[config.mk]
export PLATFORM = sky130hd
export DESIGN_NAME = watermark_pixel_collector
export DESIGN_NICKNAME = d
export VERILOG_FILES = /design/src/rtl/watermark_pixel_collector.sv
export SDC_FILE = /design/constraint.sdc
export NUM_CORES = 1
export LEC_CHECK = 0
export ABC_AREA = 1
export BUFFER_PORTS_ARGS = -buffer_cell sky130_fd_sc_hd__buf_4
export CAP_MARGIN = 10
export CELL_PAD_IN_SITES_DETAIL_PLACEMENT = 0
export CELL_PAD_IN_SITES_GLOBAL_PLACEMENT = 1
export CORE_MARGIN = 3
export CORE_UTILIZATION = 40
export CTS_CLUSTER_SIZE = 28
export DETAILED_ROUTE_END_ITERATION = 7
export PLACE_DENSITY_LB_ADDON = 0.1
export SKIP_LAST_GASP = 1
export SLEW_MARGIN = 20
export SYNTH_ARGS = -nofsm -noshare
export SYNTH_HDL_FRONTEND = slang
export SYNTH_SLANG_ARGS = --single-unit
export TNS_END_PERCENT = 30
[constraint.sdc]
create_clock -name clk -period 6.54 [get_ports clk]
set_input_delay 0.981 -clock clk [delete_from_list [all_inputs] [get_ports clk]]
set_output_delay 0.981 -clock clk [all_outputs]
set_load 0.02 [all_outputs]
[src/rtl/watermark_pixel_collector.sv]
// Packs watermarked pixels in pairs into APB-wide words, buffers them in a FIFO
// and exposes STATUS/DATA/CTRL registers plus an image-complete/overflow interrupt.
module watermark_pixel_collector #(
    parameter int Data_Depth      = 8,
    parameter int amba_word       = 16,
    parameter int amba_addr_depth = 20,
    parameter int FIFO_DEPTH      = 16
) (
    input  logic                       clk,
    input  logic                       rst,
    input  logic                       new_pixel,
    input  logic [Data_Depth-1:0]      Pixel_Data,
    input  logic                       Image_Done,
    input  logic                       PSEL,
    input  logic                       PENABLE,
    input  logic                       PWRITE,
    input  logic [amba_addr_depth-1:0] PADDR,
    input  logic [amba_word-1:0]       PWDATA,
    output logic [amba_word-1:0]       PRDATA,
    output logic                       irq
);

    localparam int AW = $clog2(FIFO_DEPTH);
    localparam int CW = AW + 1;

    typedef enum logic {LOW, HIGH} state_t;

    state_t                state_q, state_d;
    logic [Data_Depth-1:0] low_q, low_d;
    logic [amba_word-1:0]  mem_q [FIFO_DEPTH];
    logic [AW-1:0]         wr_ptr_q, wr_ptr_d, rd_ptr_q, rd_ptr_d;
    logic [CW-1:0]         count_q, count_d;
    logic                  img_q, img_d, ovf_q, ovf_d, irq_en_q, irq_en_d, irq_q, irq_d;

    logic                  access, pop, ctrl_wr, flush, ack, empty, full;
    logic                  push, do_push, set_done;
    logic [amba_word-1:0]  push_word, status;
    logic                  unused_bits;

    assign unused_bits = ^{PADDR[amba_addr_depth-1:2], PWDATA[amba_word-1:3]};

    assign empty   = (count_q == '0);
    assign full    = (count_q == CW'(FIFO_DEPTH));
    assign access  = PSEL & PENABLE;
    assign pop     = access & ~PWRITE & (PADDR[1:0] == 2'd1) & ~empty;
    assign ctrl_wr = access & PWRITE & (PADDR[1:0] == 2'd2);
    assign flush   = ctrl_wr & PWDATA[0];
    assign ack     = ctrl_wr & PWDATA[2];

    // Pixel is packed first; the end-of-image flush then acts on the resulting state.
    always_comb begin
        state_d   = state_q;
        low_d     = low_q;
        push      = 1'b0;
        push_word = '0;
        set_done  = 1'b0;
        if (new_pixel) begin
            if (state_q == LOW) begin
                low_d   = Pixel_Data;
                state_d = HIGH;
            end else begin
                push                         = 1'b1;
                push_word[2*Data_Depth-1:0]  = {Pixel_Data, low_q};
                state_d                      = LOW;
            end
        end
        if (Image_Done) begin
            set_done = 1'b1;
            if (state_d == HIGH && !push) begin
                push                       = 1'b1;
                push_word[Data_Depth-1:0]  = low_d;
                state_d                    = LOW;
            end
        end
        if (flush) begin
            state_d = LOW;
        end
    end

    // A push into a full FIFO only lands when a pop frees the slot that same edge.
    always_comb begin
        do_push  = push & (~full | pop) & ~flush;
        wr_ptr_d = wr_ptr_q + AW'(do_push);
        rd_ptr_d = rd_ptr_q + AW'(pop);
        count_d  = count_q + CW'(do_push) - CW'(pop);
        img_d    = img_q;
        ovf_d    = ovf_q;
        if (ack) begin
            img_d = 1'b0;
            ovf_d = 1'b0;
        end
        if (set_done) img_d = 1'b1;
        if (push && full && !pop) ovf_d = 1'b1;
        if (flush) begin
            wr_ptr_d = '0;
            rd_ptr_d = '0;
            count_d  = '0;
            img_d    = 1'b0;
            ovf_d    = 1'b0;
        end
        irq_en_d = ctrl_wr ? PWDATA[1] : irq_en_q;
        irq_d    = irq_en_q & (img_q | ovf_q);
    end

    always_ff @(posedge clk or negedge rst) begin
        if (!rst) begin
            state_q  <= LOW;
            wr_ptr_q <= '0;
            rd_ptr_q <= '0;
            count_q  <= '0;
            img_q    <= 1'b0;
            ovf_q    <= 1'b0;
            irq_en_q <= 1'b0;
            irq_q    <= 1'b0;
        end else begin
            state_q  <= state_d;
            wr_ptr_q <= wr_ptr_d;
            rd_ptr_q <= rd_ptr_d;
            count_q  <= count_d;
            img_q    <= img_d;
            ovf_q    <= ovf_d;
            irq_en_q <= irq_en_d;
            irq_q    <= irq_d;
        end
    end

    always_ff @(posedge clk) begin
        low_q <= low_d;
        if (do_push) mem_q[wr_ptr_q] <= push_word;
    end

    always_comb begin
        status          = '0;
        status[CW-1:0]  = count_q;
        status[8]       = empty;
        status[9]       = full;
        status[10]      = img_q;
        status[11]      = ovf_q;
        status[12]      = (state_q == HIGH);
        PRDATA          = '0;
        if (PSEL && !PWRITE) begin
            case (PADDR[1:0])
                2'd0:    PRDATA = status;
                2'd1:    PRDATA = empty ? '0 : mem_q[rd_ptr_q];
                default: PRDATA = '0;
            endcase
        end
    end

    assign irq = irq_q;

endmodule

; ---- Word level (Yosys, flattened, before mapping)
; Memories as Yosys holds them, arrays and structs flattened.
; Index checks and enable logic that the tools add are counted.
[totals]
register_bits = 26
out_inout_bits = 17
ramBits = 256
memories = 1
mem_bits_ro = 0
elab_cells = 74
latchBits = 0
[mem_list]
columns = memory, depth, word_bits, rd, rd_clocked_by_memory_dff, write_ports, line
row1 = mem_q, 16, 16, 1, 0, 1, 30  ; logic [amba_word-1:0] mem_q [FIFO_DEPTH];
[op_classes]
shift = 0
n_mul = 0
muxes = 29
n_lt_le_gt_ge = 0
n_div = 0
n_eq_ne = 3
reduce_logical = 11
add_sub_neg = 4
bitwise = 17
[op_table]
columns = operator, count
row1 = 16-bit 2-to-1 mux, 4
row2 = 8-bit 2-to-1 mux, 4
row3 = 16-bit one-hot mux with 2 select lines, 1
row4 = 1-bit 2-to-1 mux, 17
row5 = 1-bit AND, 11
row6 = 4-bit by 1-bit adder with 4-bit output, 2
row7 = 4-bit 2-to-1 mux, 2
row8 = 3-bit nonzero test, 2
row9 = 5-bit by 1-bit adder with 5-bit output, 1
row10 = "5-bit equality test, second input constant", 1
row11 = 5-bit zero test, 1
row12 = 5-bit 2-to-1 mux, 1
row13 = 5-bit by 1-bit subtractor with 5-bit output, 1
row14 = 1-bit logical AND, 4
row15 = 1-bit NOT, 4
row16 = 1-bit zero test, 3
row17 = "2-bit by 1-bit equality test with 1-bit output, second input constant", 1
row18 = "2-bit equality test, second input constant", 1
row19 = 2-bit zero test, 1
row20 = 1-bit OR, 2

; ---- Longest topological paths before layout
[depth]
ltp_word = 11
mapped_depth = 20
depth_no_buf = 19

; ---- Worst setup path after synthesis
; OpenSTA, ideal clock, no wires.
[synth_path]
kind = input port to flip-flop
start = in PWRITE
end = reg count_q[4]
slack_ns = 3.329
path_buffers = 1
setup_ns = 0.077
cell_stages = 18
t_arrival_ns = 3.133
required_ns = 6.463
cell_sequence = inv_1 > nand2_1 > nor2_1 > nand3_2 > o21ai_2 > nand2_2 > buf_6 > ha_1 > inv_1 > ha_1 > inv_1 > fa_1 > inv_1 > nand2_1 > a21oi_1 > or2_2 > o21ai_0 > a21oi_1
[synth_via]
elab_chain_len = 10
[synth_rtl]
columns = item, line
row1 = from (decl), 16  ; input logic PWRITE,
row2 = 1-bit NOT, 45  ; assign pop = access & ~PWRITE & (PADDR[1:0] == 2'd1) & ~empty;
row3 = 1-bit AND (3 in a row), 45
row4 = 1-bit OR, 82  ; do_push = push & (~full | pop) & ~flush;
row5 = 1-bit AND (2 in a row), 82
row6 = 5-bit by 1-bit adder with 5-bit output, 85  ; count_d = count_q + CW'(do_push) - CW'(pop);
row7 = 5-bit by 1-bit subtractor with 5-bit output, 85
row8 = 5-bit 2-to-1 mux (*), 94  ; if (flush) begin
row9 = via count_d[4], 32  ; logic [CW-1:0] count_q, count_d;
row10 = to (signal assigned), 119  ; count_q <= count_d;
row11 = to (decl), 32
; The timed path passes the listed nets; every way through them passes the cells marked *.
; A chain may end at the register's enable or synchronous reset.

; ---- Worst setup path in the final report
[layout_path]
start = reg rd_ptr_q[0]
end = out PRDATA[9]
[layout_via]
elab_chain_len = 4
[layout_rtl]
columns = item, line
row1 = from (decl), 31  ; logic [AW-1:0] wr_ptr_q, wr_ptr_d, rd_ptr_q, rd_ptr_d;
row2 = from (signal assigned), 118  ; rd_ptr_q <= rd_ptr_d;
row3 = memory read 16 x 16 bit, n/a
row4 = 16-bit 2-to-1 mux, 144  ; 2'd1: PRDATA = empty ? '0 : mem_q[rd_ptr_q];
row5 = 16-bit one-hot mux with 2 select lines, 142  ; case (PADDR[1:0])
row6 = 16-bit 2-to-1 mux, 141  ; if (PSEL && !PWRITE) begin
row7 = to (decl), 19  ; output logic [amba_word-1:0] PRDATA,
; No other way between the ends.

==> results.sh <==
export IMPL_clock_skew_ns=0.01170
export IMPL_cts_setup_buffers=0
export IMPL_die_x_um=182.2
export IMPL_netlist_instances=1198
export IMPL_place_area_sq_um=13070
export IMPL_slew_violations=0
export IMPL_total_leakage_power_nw=5.848
export IMPL_cts_made_buffers=31
export IMPL_fin_cells=1647
export IMPL_holdWs_ns=0.2991
export IMPL_yosys_most_used_dff="edfxtp_1"
export IMPL_coreArea_sq_um=30110
export IMPL_dr_pass1_iters=5
export IMPL_grt_usage=0.1997
export IMPL_synth_edf_count=256
export IMPL_portBuffers=36
export IMPL_cpPeakStageDelay_ns=0.75
export IMPL_rsz0062_at_grt="no"
export IMPL_io_pins=68
export IMPL_required_ns=5.56
export IMPL_antenna_cells=0
export IMPL_synth_seq_cells=282
export IMPL_criticalPathCategory="reg2out"
export IMPL_synth_yosys_seq_area_share=0.6680
export IMPL_end_kind="output port"
export IMPL_finalCoreUtilization=0.4678
export IMPL_worst_r2r_cell_count=17
export IMPL_synthArstFlopShare=0.06383
export IMPL_cts_hold_buf=0
export IMPL_achievable_frequency_mhz=220.4
export IMPL_clk_pin_slew_worst_paths_ns=0.06
export IMPL_place_gp_congestion=0.7607
export IMPL_num_rows=63
export IMPL_routed_wl_um=33110
export IMPL_synthToLayoutAreaGrowth_pct=13.41
export IMPL_finalCritPeriodShare=0.6937
export IMPL_routedWlPerCell_um=20.10
export IMPL_die_h_um=182.2
export IMPL_drtIter0Drc=638
export IMPL_cts_sinks=282
export IMPL_grt_antenna_before_repair=0
export IMPL_r2r_end="count_q[4]"
export IMPL_cts_resized=0
export IMPL_cp_max_fo=69
export IMPL_setup_viol=0
export IMPL_setup_ws_ns=2.003
export IMPL_worstMarginPinSlew_ns=0.9964
export IMPL_cts_max_level=1
export IMPL_cpLargestDelayFamily="buffers and inverters"
export IMPL_start_util=0.4125
export IMPL_outcome="completed"
export IMPL_dp_slack_ns=2.245
export IMPL_grt_max_degree=74
export IMPL_vias=8214
export IMPL_dpl_hpwl_um=17820
export IMPL_final_fill_count=2804
export IMPL_grt_pass1_wl_um=50070
export IMPL_cts_root_buf="clkbuf_16"
export IMPL_yosys_warnings=0
export IMPL_fin_crit_ns=4.537
export IMPL_path_buf_inv=3
export IMPL_crit_top_cell="nand2_1"
export IMPL_cts_tree="built"
export IMPL_ant_nets=0
export IMPL_final_nets=1298
export IMPL_worstPathCellList="inv_4 > buf_4 > nand2_1 > nand2_1 > nand2_1 > nand3_1 > nand3_1 > nand2_1 > nand2_1 > a21oi_1 > buf_4"
export IMPL_p_total_mw=5.683
export IMPL_crit_slowest_cell="dfrtp_4"
export IMPL_slew_headroom=0.3333
export IMPL_powerDensity_nw_per_um2=403.4
export IMPL_drive_above_1_share=0.1074
export IMPL_drv_cap=0
export IMPL_overflow=0
export IMPL_synth_nets=1262
export IMPL_hp_class="in2async"
export IMPL_avgViaCountPerCell=4.987
export IMPL_fin_tns_setup_ns=0
export IMPL_dieArea_sq_um=33210
export IMPL_synth_area_per_cell_sq_um=10.37
export IMPL_final_area_sq_um=14090
export IMPL_r2r_start="count_q[2]"
export IMPL_critPathLaunchType="register"
export IMPL_r2r_slack_ns=3.03
export IMPL_cts_buffer_depth=3
export IMPL_hold_violations=0
export IMPL_synth_area_sq_um=12420
export IMPL_placedCellCount=1591
export IMPL_synth_cell_types=30
export IMPL_insertion_delay_ns=0.55
export IMPL_grt_pass1_vias=8059
export IMPL_irDropWorstVdd_v=0.0002015
export IMPL_drc_errors=0
export IMPL_critical_path_arrival_ns=3.56
-- logic make-up (layout without fill, tap and decap cells) --
kind of cell    after synthesis  after routing  share of synthesized area
simple gates                549            549                     0.1831
flops                       282            282                     0.6680
buf+inv                     239            298                    0.08270
compound gates              110            110                    0.04895
fa+ha+maj                    13             13                    0.01370
xor+xnor                      5              5                   0.003525
-- power by group --
group / internal, mW / total [mW] / switching [mW]
logic: 0.485 / 1.66 / 1.18
clock network: 1.02 / 1.70 / 0.685
registers: 2.19 / 2.32 / 0.127
-- placed cells by master, fill, tap and decap left out, types with 6 or more instances in the layout --
master     Yosys  layout
a21oi_1       20      20
buf_4         13      58
clkbuf_1      11       8
clkbuf_16      0      31
clkinv_2       0       6
dfrtp_1       18      16
dfxtp_1        8       8
edfxtp_1     256     256
ha_1          12      12
inv_1        182     182
nand2_1      308     308
nand3_1      139     139
nor2_1        87      78
nor2_2         8      13
o211ai_1      11      11
o21ai_0       52      52
o22ai_1       20      14
o22ai_2        0       6
-- state kept, by name, indices dropped and copies added, names as in the netlist --
register and count:
low_q 8, ovf_q 1, irq 1, count_q 5, wr_ptr_q 4, rd_ptr_q 4
img_q 1, mem_q 256, irq_en_q 1, state_q 1
-- area by class of cell --
class	count	area (sq um)	area share
tap	390	488.0	0.03464
timing repair buffer	58	435.4	0.03091
clock inverter	14	138.9	0.009859
inverter	184	693.2	0.04920
clock buffer	42	847.1	0.06013
sequential	282	8303	0.5894
multi-input combinational	677	3182	0.2259
-- layer usage --
layer  share of wire  vias up  track usage
li1                -     4020            -
met3           0.039       38      0.02930
met5               0        -            0
met1            0.48     4002       0.2894
met2            0.47      154       0.3241
met4           0.019        0      0.03900
-- synth_stat cells (2+ instances only) --
cell type / number / area, sq um
nand2_1: 308 / 1156
edfxtp_1: 256 / 7687
inv_1: 182 / 683.2
nand3_1: 139 / 695.7
nor2_1: 87 / 326.6
o21ai_0: 52 / 260.3
buf_2: 23 / 115.1
a21oi_1: 20 / 100.1
o22ai_1: 20 / 125.1
dfrtp_1: 18 / 450.4
buf_4: 13 / 97.59
ha_1: 12 / 150.1
clkbuf_1: 11 / 41.29
o211ai_1: 11 / 82.58
dfxtp_1: 8 / 160.2
nor2_2: 8 / 50.05
buf_6: 7 / 78.83
o21ai_1: 5 / 25.02
xor2_1: 4 / 35.03
or2_2: 3 / 18.77
inv_2: 2 / 7.510
-- worst max-delay path by stage --
stage	end	startpoint	slack (ns)	cells past startpoint
final	PRDATA[9]	rd_ptr_q[0]	2.00	11
after global routing	PRDATA[9]	rd_ptr_q[0]	1.73	11
after CTS	PRDATA[9]	rd_ptr_q[0]	1.91	11
after detailed placement	count_q[4]	PWRITE	2.25	18
after global placement	count_q[4]	PWRITE	2.25	18
after floorplan	count_q[4]	PWRITE	3.33	18
(Power assumes the default switching activity.)
